==> src/rtl/module_keypad_reader.sv <==
// 4x4 matrix keypad scanner with debounce and a 3-digit decimal entry/commit stage.
// key_valid_o pulses once per debounced press; the digit datapath reacts one clock later.
module module_keypad_reader #(
  parameter int SCAN_PERIOD    = 27000,
  parameter int DEBOUNCE_TICKS = 4
) (
  input  logic        clk_i,
  input  logic        rst_i,
  input  logic [3:0]  fila_i,
  output logic [3:0]  columna_o,
  output logic [3:0]  key_code_o,
  output logic        key_valid_o,
  output logic [15:0] entry_o,
  output logic [1:0]  digitos_o,
  output logic [15:0] valor_o,
  output logic        valid_o
);

  localparam int CW = $clog2(SCAN_PERIOD);
  localparam int SW = $clog2(DEBOUNCE_TICKS + 1);
  localparam logic [CW-1:0] CNT_MAX = CW'(SCAN_PERIOD - 1);
  localparam logic [SW-1:0] DT_M1   = SW'(DEBOUNCE_TICKS - 1);

  typedef enum logic [1:0] {SCAN, DEBOUNCE, HOLD, RELEASE} state_t;

  state_t        state_q, state_d;
  logic [3:0]    sync1_q, sync2_q;
  logic [CW-1:0] cnt_q;
  logic [1:0]    col_q, col_d;
  logic [3:0]    pat_q, pat_d;
  logic [SW-1:0] stab_q, stab_d;
  logic [3:0]    key_code_q, key_code_d;
  logic          key_valid_q, key_valid_d;
  logic [9:0]    entry_q, entry_d;
  logic [1:0]    dig_q, dig_d;
  logic [9:0]    valor_q, valor_d;
  logic          valid_q, valid_d;
  logic          tick, all_high;

  assign tick     = (cnt_q == '0);
  assign all_high = &sync2_q;

  // Lowest-index low row wins when several rows are pulled down together.
  function automatic logic [3:0] decode(input logic [3:0] pat, input logic [1:0] col);
    logic [1:0] r;
    logic [3:0] code;
    r = 2'd3;
    if (!pat[2]) r = 2'd2;
    if (!pat[1]) r = 2'd1;
    if (!pat[0]) r = 2'd0;
    case ({r, col})
      4'h0: code = 4'h1;  4'h1: code = 4'h2;  4'h2: code = 4'h3;  4'h3: code = 4'hA;
      4'h4: code = 4'h4;  4'h5: code = 4'h5;  4'h6: code = 4'h6;  4'h7: code = 4'hB;
      4'h8: code = 4'h7;  4'h9: code = 4'h8;  4'hA: code = 4'h9;  4'hB: code = 4'hC;
      4'hC: code = 4'hE;  4'hD: code = 4'h0;  4'hE: code = 4'hF;  default: code = 4'hD;
    endcase
    return code;
  endfunction

  always_comb begin
    state_d     = state_q;
    col_d       = col_q;
    pat_d       = pat_q;
    stab_d      = stab_q;
    key_code_d  = key_code_q;
    key_valid_d = 1'b0;
    if (tick) begin
      case (state_q)
        SCAN: begin
          if (all_high) begin
            col_d = col_q + 2'd1;
          end else begin
            pat_d  = sync2_q;
            stab_d = SW'(1);
            if (DEBOUNCE_TICKS == 1) begin
              state_d     = HOLD;
              key_valid_d = 1'b1;
              key_code_d  = decode(sync2_q, col_q);
            end else begin
              state_d = DEBOUNCE;
            end
          end
        end
        DEBOUNCE: begin
          if (all_high) begin
            state_d = SCAN;
          end else if (sync2_q != pat_q) begin
            pat_d  = sync2_q;
            stab_d = SW'(1);
          end else if (stab_q == DT_M1) begin
            state_d     = HOLD;
            key_valid_d = 1'b1;
            key_code_d  = decode(sync2_q, col_q);
          end else begin
            stab_d = stab_q + SW'(1);
          end
        end
        HOLD: begin
          if (all_high) begin
            stab_d  = SW'(1);
            state_d = (DEBOUNCE_TICKS == 1) ? SCAN : RELEASE;
          end
        end
        default: begin
          if (!all_high) begin
            state_d = HOLD;
          end else if (stab_q == DT_M1) begin
            state_d = SCAN;
          end else begin
            stab_d = stab_q + SW'(1);
          end
        end
      endcase
    end
  end

  // Entry stays below 1000, so a 10-bit register with *10 as (x<<3)+(x<<1) cannot overflow.
  always_comb begin
    entry_d = entry_q;
    dig_d   = dig_q;
    valor_d = valor_q;
    valid_d = 1'b0;
    if (key_valid_q) begin
      if (key_code_q <= 4'h9) begin
        if (dig_q != 2'd3) begin
          entry_d = {entry_q[6:0], 3'b000} + {entry_q[8:0], 1'b0} + {6'b0, key_code_q};
          dig_d   = dig_q + 2'd1;
        end
      end else if (key_code_q == 4'hE) begin
        entry_d = '0;
        dig_d   = '0;
      end else if (key_code_q == 4'hF) begin
        valor_d = entry_q;
        valid_d = 1'b1;
        entry_d = '0;
        dig_d   = '0;
      end
    end
  end

  always_ff @(posedge clk_i or negedge rst_i) begin
    if (!rst_i) begin
      sync1_q     <= 4'hF;
      sync2_q     <= 4'hF;
      cnt_q       <= CNT_MAX;
      state_q     <= SCAN;
      col_q       <= '0;
      pat_q       <= 4'hF;
      stab_q      <= '0;
      key_code_q  <= '0;
      key_valid_q <= 1'b0;
      entry_q     <= '0;
      dig_q       <= '0;
      valor_q     <= '0;
      valid_q     <= 1'b0;
    end else begin
      sync1_q     <= fila_i;
      sync2_q     <= sync1_q;
      cnt_q       <= tick ? CNT_MAX : cnt_q - CW'(1);
      state_q     <= state_d;
      col_q       <= col_d;
      pat_q       <= pat_d;
      stab_q      <= stab_d;
      key_code_q  <= key_code_d;
      key_valid_q <= key_valid_d;
      entry_q     <= entry_d;
      dig_q       <= dig_d;
      valor_q     <= valor_d;
      valid_q     <= valid_d;
    end
  end

  assign columna_o   = ~(4'b0001 << col_q);
  assign key_code_o  = key_code_q;
  assign key_valid_o = key_valid_q;
  assign entry_o     = {6'b0, entry_q};
  assign digitos_o   = dig_q;
  assign valor_o     = {6'b0, valor_q};
  assign valid_o     = valid_q;

endmodule

==> config.mk <==
export PLATFORM = sky130hd
export DESIGN_NAME = module_keypad_reader
export DESIGN_NICKNAME = d
export VERILOG_FILES = /design/src/rtl/module_keypad_reader.sv
export SDC_FILE = /design/constraint.sdc
export NUM_CORES = 1
export LEC_CHECK = 0
export BUFFER_PORTS_ARGS = -buffer_cell sky130_fd_sc_hd__buf_4
export CAP_MARGIN = 30
export CELL_PAD_IN_SITES_DETAIL_PLACEMENT = 0
export CELL_PAD_IN_SITES_GLOBAL_PLACEMENT = 1
export CORE_ASPECT_RATIO = 0.7
export CORE_MARGIN = 2
export CORE_UTILIZATION = 30
export DETAILED_ROUTE_END_ITERATION = 6
export HOLD_SLACK_MARGIN = 0.06
export PLACE_DENSITY_LB_ADDON = 0.2
export SLEW_MARGIN = 20
export SYNTH_ARGS = -nofsm -noshare
export SYNTH_HDL_FRONTEND = slang
export SYNTH_SLANG_ARGS = --single-unit
==> constraint.sdc <==
create_clock -name clk_i -period 2.5 [get_ports clk_i]
set_clock_uncertainty 0.1 [all_clocks]
set_input_delay 0.5 -clock clk_i [delete_from_list [all_inputs] [get_ports clk_i]]
set_output_delay 0.5 -clock clk_i [all_outputs]
set_load 0.02 [all_outputs]
Word-level counts from Yosys, hierarchy flattened
Memory sizes are Yosys's and may differ from the RTL's. A register that Yosys moved wholly into a read port is not among the register bits. Cells that the tools add are included.

Add/sub/neg operators: 6. Magnitude comparators: 1. Equality and inequality tests: 15. Shift operators: 1. Mux-type cells: 45. Bitwise logic cells: 5. Reduce and logical (&&, ||, !) cells: 14.

Operator list (count): 2-to-1 mux 10 bit (4); 2-to-1 mux 2 bit (18); 2-to-1 mux 3 bit (6); logical NOT 15 bit (1); 2-to-1 mux 15 bit (1); AND reduction 5 bit (3); subtractor 15 x 1 -> 15 bit, second input constant (1); 2-to-1 mux 4 bit (3); AND reduction 6 bit (2); adder 10 bit (1); adder 10 x 4 -> 10 bit (1); 2-to-1 mux 1 bit (10); inequality test 2 bit, second input constant (5); case mux 3 bit (3 select lines) (1); == test 4 bit, second input constant (2); case mux 4 bit (2 select lines) (1); AND reduction 4 bit (2); inequality test 3 bit, second input constant (2); case mux 2 bit (3 select lines) (1); nonzero test 3 bit (2); adder 2 x 1 -> 2 bit, second input constant (2); less-or-equal comparator 4 bit, second input constant (1); inequality test 4 x 1 -> 1 bit, second input constant (1); inequality test 4 bit (1); 12 further kinds (15).

Register bits: 58. ROM bits: 64. Input port bits: 6. Word-level logic and storage cells: 100. Memories kept: 1.

Memory list: (name not given) (words 16, bits a word 4, read ports 1, clocked after Yosys merged registers in 1, write ports 0, RTL line 51) `case ({r, col})`.

Logic depth before layout (Yosys ltp)
Gate-level depths: netlist of the first run.

Depth after elaboration: 8. Mapped depth: 9.

Worst setup path after synthesis of the first run
Ideal clock, no wire load.

Path type: register to register. Start point: register key_code_q[3] (netlist: key_code_o[3]). End point: register entry_q[8]. Data arrival time: 2.423 ns. Required time: 2.279 ns. Slack: -0.144 ns. Cell stages (with the launch flop): 10. Path buffers: 0. Cells stage by stage: dfrtp_1 > inv_1 > fa_1 > inv_1 > fa_1 > a21o_1 > a21oi_1 > o211ai_1 > xor2_1 > a22o_1.

Word-level cells in the longest chain between the ends: 3. Elaborated cells on any way between the ends: 10.

RTL lines: start: declaration (RTL line 32) `logic [3:0] key_code_q, key_code_d;`; adder 10 x 4 -> 10 bit, or another cell as far along (RTL line 126) `entry_d = {entry_q[6:0], 3'b000} + {entry_q[8:0], 1'b0} + {6'b0, key_code_q};`; 2-to-1 mux 10 bit, or another cell as far along (RTL line 125) `if (dig_q != 2'd3) begin`; 2-to-1 mux 10 bit / AND reduction 3 bit (equally long branches); end signal: assignment (RTL line 166) `entry_q <= entry_d;`; end: declaration (RTL line 34) `logic [9:0] entry_q, entry_d;`.

Parallel ways exist; a longest one is shown, timed or not. The select of a mux whose other input is x is not followed. A chain may end at the register's enable or synchronous reset.

Worst setup path after layout of the first run
Ends and elaborated chain as after synthesis.

==> summary.md, run 1 <==
| Metric | Value |
|---|---|
| Crit-path most repeated cell | inv_1 |
| Share of the synthesized area in the top cell type | 29.4% |
| Sw power | 0.479 mW |
| Initial core utilization | 30.8% |
| First-pass GRT wire length | 11,800 um |
| Combinational Power Share | 2.8% |
| Register area share after synthesis | 46.3% |
| Worst-Skew Late Latency | 320 ps |
| Crit end category | flop |
| Met2 wire length | 2780 um |
| Maximum VDD drop | 0.000304 V |
| Total grt overflow | 0 |
| Most common cell after layout, fill and taps aside | buf_4 |
| Num CTS Buffers | 9 |
| Routability cong. | 0.754 |
| Area grow syn2layout | 23.4% |
| Layout cell share with drive strength beyond 1 | 32.2% |
| Mapped cell area | 0.00341 mm^2 |
| Worst Path Required | 2610 ps |
| Synth top area cells | dfrtp_1 (29%), dfstp_2 (17%), ha_1 (9.9%), mux2_2 (4.3%), xnor2_1 (3.9%) |
| Number of global-route vias before repair | 2,249 |
| DP HPWL | 5130 um |
| Top FF cell, synth | dfrtp_1 |
| Initial DRC Count | 92 |
| Synthesis warning total | 0 |
| Critical Path, Cell by Cell | inv_1, fa_1, inv_1, fa_2, a21o_1, a21oi_2, o211ai_1, xor2_1, a22o_1 |
| Register area | 0.00158 mm^2 |
| Maximum clock frequency | 418 MHz |
| Slew margin rel. | 66.8% |
| Reg power frac | 45.4% |
| ANT nets after route | 0 |
| Nets | 387 |
| Fillcell total | 1,129 |
| Largest net degree at the start of global routing | 37 |
| Die H | 93.2 um |
| DR vias | 2,227 |
| Leakage | 2.07 nW |
| Die span in x | 131 um |
| Area of the multi-input gates | 0.00168 mm^2 |
| Worst-path clk slew | 50 ps |
| Gr usage total | 12.5% |
| WL met3 | 246 um |
| M1 WL | 3990 um |
| Design area | 0.00420 mm^2 |
| Drt wl/cell | 13.8 um |
| Initial antenna violation count | 0 |
| Ant diodes | 0 |
| Final setup fails | 0 |
| Max clock buf depth | 2 |
| Cell Int Power | 1.78 mW |
| H-tree Lvls | 3 |
| Main combinational cell family by area after synthesis | simple AND/OR/NAND/NOR gates |
| FF+latch count, synth | 62 |
| Pwr/cell area | 538 mW/mm^2 |
| Critical path's slowest cell | fa_1 |
| Part of the power in the clock network | 51.8% |
| Slew of the pin with the lowest slew margin | 497 ps |
| DRC violations left | 0 |
| Mux contribution to synthesized area | 8.92% |
| Most frequent cells in the layout | buf_4 (48), dfrtp_1 (37), ha_1 (27), dfstp_2 (22), nand2_1 (21) |
| Root Driver | clkbuf_16 |
| Hold Path Class | in -> reg |
| Yosys cell types | 53 |
| Final TNS setup | 0 ps |
| Avg Cell Area, Syn | 11.4 um^2 |
| Vias per cell | 4.37 |
| Status | finished, final reports clean |
| Adder-cell share of the synthesized area | 11.1% |
| Min Tclk post-route | 2390 ps |
| Slew Viols, Final | 0 |
| Final WL | 7050 um |
| Die area | 0.0122 mm^2 |
| RSZ-0062 raised after global routing | no |
| Cell taking the most area after synthesis | dfrtp_1 |
| Post-CTS setup repair buffer count | 0 |
| Synth Instances | 299 |
| Core area | 0.0111 mm^2 |
| DP Area | 0.00390 mm^2 |
| MaxCap Viol Count | 0 |
| Port Buffers | 37 |
| Final hold viol count | 0 |
| EDFF count, synth | 0 |
| Final Cycle Share | 95.6% |
| Post-Synth XOR/XNOR Area | 5.91% |
| CTS Sinks | 62 |
| Arr. time, crit path | 2500 ps |
| Asr flop ratio synth | 100% |
| Ports | 50 |
| Sw Ratio | 21.2% |
| Simple-gate share of the synthesized area | 12.6% |
| Kind of critical path | reg -> reg |
| Util after Layout | 38.0% |
| Compound-Gate Fraction of Synth Area | 9.14% |
| Max FO, Critical Path | 2 |
| Row cnt | 32 |
| Kind of start point of the critical path | flop |
| Highest metal used | met4 |
| CTS tree | done |
| Worst path max stage delay | 530 ps |
| DRT Pass-1 Iters | 4 |
==> synth_stat cells (2+ instances only) <==
cell / number
fa_1: 2
o21a_1: 2
a21o_1: 4
a22o_1: 11
clkbuf_1: 2
nand2b_1: 2
buf_2: 2
and2_1: 2
nor3_1: 6
buf_4: 12
mux2_2: 13
dfstp_2: 22
mux2i_1: 9
dfrtp_1: 40
a21oi_1: 9
xor2_1: 8
nor4_1: 2
mux2_1: 6
nand2_1: 21
nand3_1: 4
nand3b_1: 2
ha_1: 27
o211ai_1: 3
xnor2_1: 15
nor2_1: 20
o21ai_0: 5
nand4_1: 2
inv_1: 19
nor2b_1: 2
nor3_4: 2
==> through the flow <==
step                      setup slack (ps)  std cells  power (mW)  hold WS, ps
after floorplan                       22.6        310        1.09          104
after global routing                 0.750        510        2.36          165
after detailed placement              71.1        493        1.11          247
after CTS                             56.6        510        2.31          170
after global placement                81.6        493        1.11          245
final                                  109        510        2.26          185
==> layout make-up <==
type | count | share of cell area, %
multi-input combinational | 210 | 40.0
sequential | 62 | 37.6
timing repair buffer | 50 | 9.29
clock buffer | 13 | 6.43
tap | 153 | 4.55
inverter | 19 | 1.70
clock inverter | 3 | 0.417
==> sequential cells by signal, summed over array words and instances (netlist names), named ones only <==
signal / cells
state_q: 1
pat_q: 4
sync2_q: 4
digitos_o: 2
col_q: 2
entry_q: 10
cnt_q: 15
key_valid_o: 1
sync1_q: 4
stab_q: 3
key_code_o: 4
valid_o: 1
valor_q: 10
==> critical path, delay by kind of cell (launching register included) <==
family                     cells  cell delay (ps)
adders and majority gates      2              910
AOI/OAI and AO/OA              4              640
DFF                            1              350
xor gates and xnor gates       1              150
buffers and inverters          2              140
==> metal layers <==
layer	vias to the layer above	global-route usage [%]
li1	1123	-
met1	1065	18.5
met2	37	17.2
met3	2	3.79
met4	0	3.80
met5	-	0
==> path summary, 6_finish.rpt <==
| check | startpoint | to | slack (ps) | cells past startpoint |
|---|---|---|---|---|
| max | key_code_o[3] | entry_q[8] | 110 | 9 |
| min reg2reg | sync1_q[3] | sync2_q[3] | 250 | 0 |
| max in group asynchronous | rst_i | pat_q[1] | 1160 | 3 |
| min in group asynchronous | rst_i | entry_q[6] | 550 | 2 |
| min | fila_i[2] | sync1_q[2] | 190 | 1 |
| max reg2reg | key_code_o[3] | entry_q[8] | 110 | 9 |
==> kinds of logic after synthesis <==
group,Yosys count
AO/OA/AOI/OAI,42
XOR/XNOR,23
adder cells (fa/ha/maj),29
buffers and inverters,38
flip-flops,62
multiplexers,28
other,1
AND/OR/NAND/NOR,76
==> power by group through the flow <==
stage               Clock, mW  Sequential, mW  Combinational [mW]
finish                   1.17            1.03              0.0636
global route             1.26            1.03              0.0715
CTS                      1.22            1.03              0.0655
detailed placement          0            1.04              0.0637
global placement            0            1.04              0.0637
floorplan                   0            1.04              0.0524
==> repair_timing <==
item,in CTS,in global routing
hold buffers,1,0
gates resized for setup,0,1
endpoints found under the setup margin,0,3
endpoints found under the hold margin,22,0
Power figures use the tool's default switching activity.
==> inputs of run 2 (changes only) <==
--- a/config.mk
+++ b/config.mk
@@ -13,6 +13,7 @@
 export CORE_MARGIN = 2
 export CORE_UTILIZATION = 30
 export DETAILED_ROUTE_END_ITERATION = 6
+export GPL_TIMING_DRIVEN = 0
 export HOLD_SLACK_MARGIN = 0.06
 export PLACE_DENSITY_LB_ADDON = 0.2
 export SLEW_MARGIN = 20
==> run 2 against run 1 <==
Against the previous run:
- setup slack lost 10 ps
- wire length down 2.4%
- register-to-register slack barely moved
- non-clock buffer count rose by 12
- die area unchanged
- final cell count up 2.4%
- via count is 1.1% higher
- cell area increased by 0.74%
- clock power fell by 7%
- combinational power up 28%
- core utilization grew 0.28 points
- critical path type unchanged
- largest cell class unchanged
==> summary.md, run 2 (same netlist as run 1, synthesis figures left out) <==
| Metric | Value |
|---|---|
| Status | finished, final reports clean |
| Routability cong. | 0.752 |
| Maximum VDD drop | 0.000306 V |
| Worst setup margin | 98.7 ps |
| DRT Pass-1 Iters | 4 |
| Critical path's slowest cell | fa_1 |
| Fillcell total | 1,122 |
| DP Area | 0.00393 mm^2 |
| Worst path top cell family by delay | adder cells |
| Critical Path, Cell by Cell | inv_1, fa_1, inv_1, fa_2, a21o_1, a21oi_2, o211ai_1, xor2_1, a22o_1 |
| Root Driver | clkbuf_16 |
| Pre-CTS WS | -35.7 ps |
| Worst-Skew Late Latency | 330 ps |
| Die H | 93.2 um |
| Reg-to-reg startpoint | key_code_o[3] |
| Capture point of the worst reg-to-reg path | entry_q[8] |
| Util after Layout | 38.3% |
| Die span in x | 131 um |
| Kind of critical path | reg -> reg |
| Register with the most flip-flops | cnt_q |
| Ant diodes | 0 |
| Vias per cell | 4.31 |
| Final cell count without fillers | 522 |
| Design area | 0.00424 mm^2 |
| Crit end category | flop |
| Initial antenna violation count | 0 |
| Final setup fails | 0 |
| Most common cell after layout, fill and taps aside | buf_4 |
| DR vias | 2,252 |
| Max FO, Critical Path | 2 |
| Hold_ws | 148 ps |
| Die area | 0.0122 mm^2 |
| Maximum clock frequency | 416 MHz |
| CP bufs+invs | 2 |
| Most frequent cells in the layout | buf_4 (55), dfrtp_1 (35), ha_1 (26), dfstp_2 (22), nand2_1 (21) |
| Ports | 50 |
| Slew margin rel. | 46.7% |
| CTS Sinks | 62 |
| Hold Path Class | in -> async |
| Slew of the pin with the lowest slew margin | 800 ps |
| Total grt overflow | 0 |
| Crit-path most repeated cell | inv_1 |
| Worst-path clk slew | 60 ps |
| Largest net degree at the start of global routing | 63 |
| Final Cycle Share | 96.1% |
| H-tree Lvls | 3 |
| Placed insts | 500 |
| Worst Path Required | 2610 ps |
| Arr. time, crit path | 2520 ps |
| Core area | 0.0111 mm^2 |
| Layout cell share with drive strength beyond 1 | 33.9% |
| Kind of start point of the critical path | flop |
| Regs by FF count | cnt_q: 15 flops, entry_q: 10 flops, valor_q: 10 flops |
| MaxCap Viol Count | 0 |
| Row cnt | 32 |
| Initial core utilization | 30.8% |
| Initial DRC Count | 79 |
| Worst R2R Path Depth | 9 |
| DP HPWL | 4880 um |
| Final TNS setup | 0 ps |
| DRC violations left | 0 |
| Final hold viol count | 0 |
| Total power after layout | 2.20 mW |
| Num CTS Buffers | 9 |
| Area grow syn2layout | 24.3% |
| R2r setup slk | 100 ps |
| Pwr/cell area | 519 mW/mm^2 |
| Leakage | 2.10 nW |
| Crit path capture | entry_q[8] |
| Max clock buf depth | 2 |
| Drt wl/cell | 13.2 um |
| Worst path depth | 9 |
| Nets | 399 |
| Port Buffers | 37 |
| CP startpoint | key_code_o[3] |
| Gr usage total | 12.2% |
| Largest register FFs | 15 |
| Final WL | 6880 um |
| Slew Viols, Final | 0 |
| First-pass GRT wire length | 11,500 um |
| Min Tclk post-route | 2400 ps |
| CTS tree | done |
| Worst path max stage delay | 540 ps |
| ANT nets after route | 0 |
| Number of global-route vias before repair | 2,212 |
==> run 2: timing repair <==
item / in CTS / in global routing
gates resized for setup: 0 / 5
pin swaps: 1 / 3
hold endpoints to repair: 0 / 0
hold buffers: 0 / 0
setup endpoints to repair: 2 / 4
setup buffers: 2 / 4
==> run 2: cell type report <==
cell class	count	area, um^2	share of cell area (%)
tap	153	191	4.52
timing repair buffer	43	323	7.62
clock buffer	14	244	5.76
clock inverter	2	10.0	0.236
inverter	19	71.3	1.68
multi-input combinational	210	1680	39.7
sequential	62	1590	37.4
buffer	19	128	3.01
==> run 2: per-layer routing <==
metal	wire length [um]	up-vias	share of wire, %	global-route usage (%)
li1	-	1155	-	-
met1	3870	1042	56	18.0
met2	2570	45	37	16.1
met3	330	10	4.8	4.28
met4	107	0	1.6	4.62
met5	0	-	0	0
==> run 2: worst reg2reg max path, stage by stage, from the launching register on <==
cell and delay [ps]:
dfrtp_2 360, inv_1 70, fa_1 540, inv_1 70, fa_2 360, a21o_1 180, a21oi_2 160, o211ai_1 110
xor2_1 150, a22o_1 200
==> run 2: power breakdown <==
group          total, mW  leakage, nW  switching, mW  internal, mW
Clock               1.09        0.125          0.426         0.668
Sequential          1.02        0.770        0.00277          1.02
Combinational     0.0816         1.20         0.0536        0.0280
Total               2.20         2.10          0.482          1.71
==> run 2: worst min path at each step <==
stage	start	cells past startpoint	slack, ps	end
after floorplan	rst_i	0	100	asynchronous set/reset pin
after global placement	sync1_q[2]	0	250	sync2_q[2]
after detailed placement	sync1_q[0]	0	250	sync2_q[0]
after CTS	fila_i[1]	1	160	sync1_q[1]
after global routing	fila_i[2]	1	160	sync1_q[2]
final	rst_i	1	150	valor_q[7]
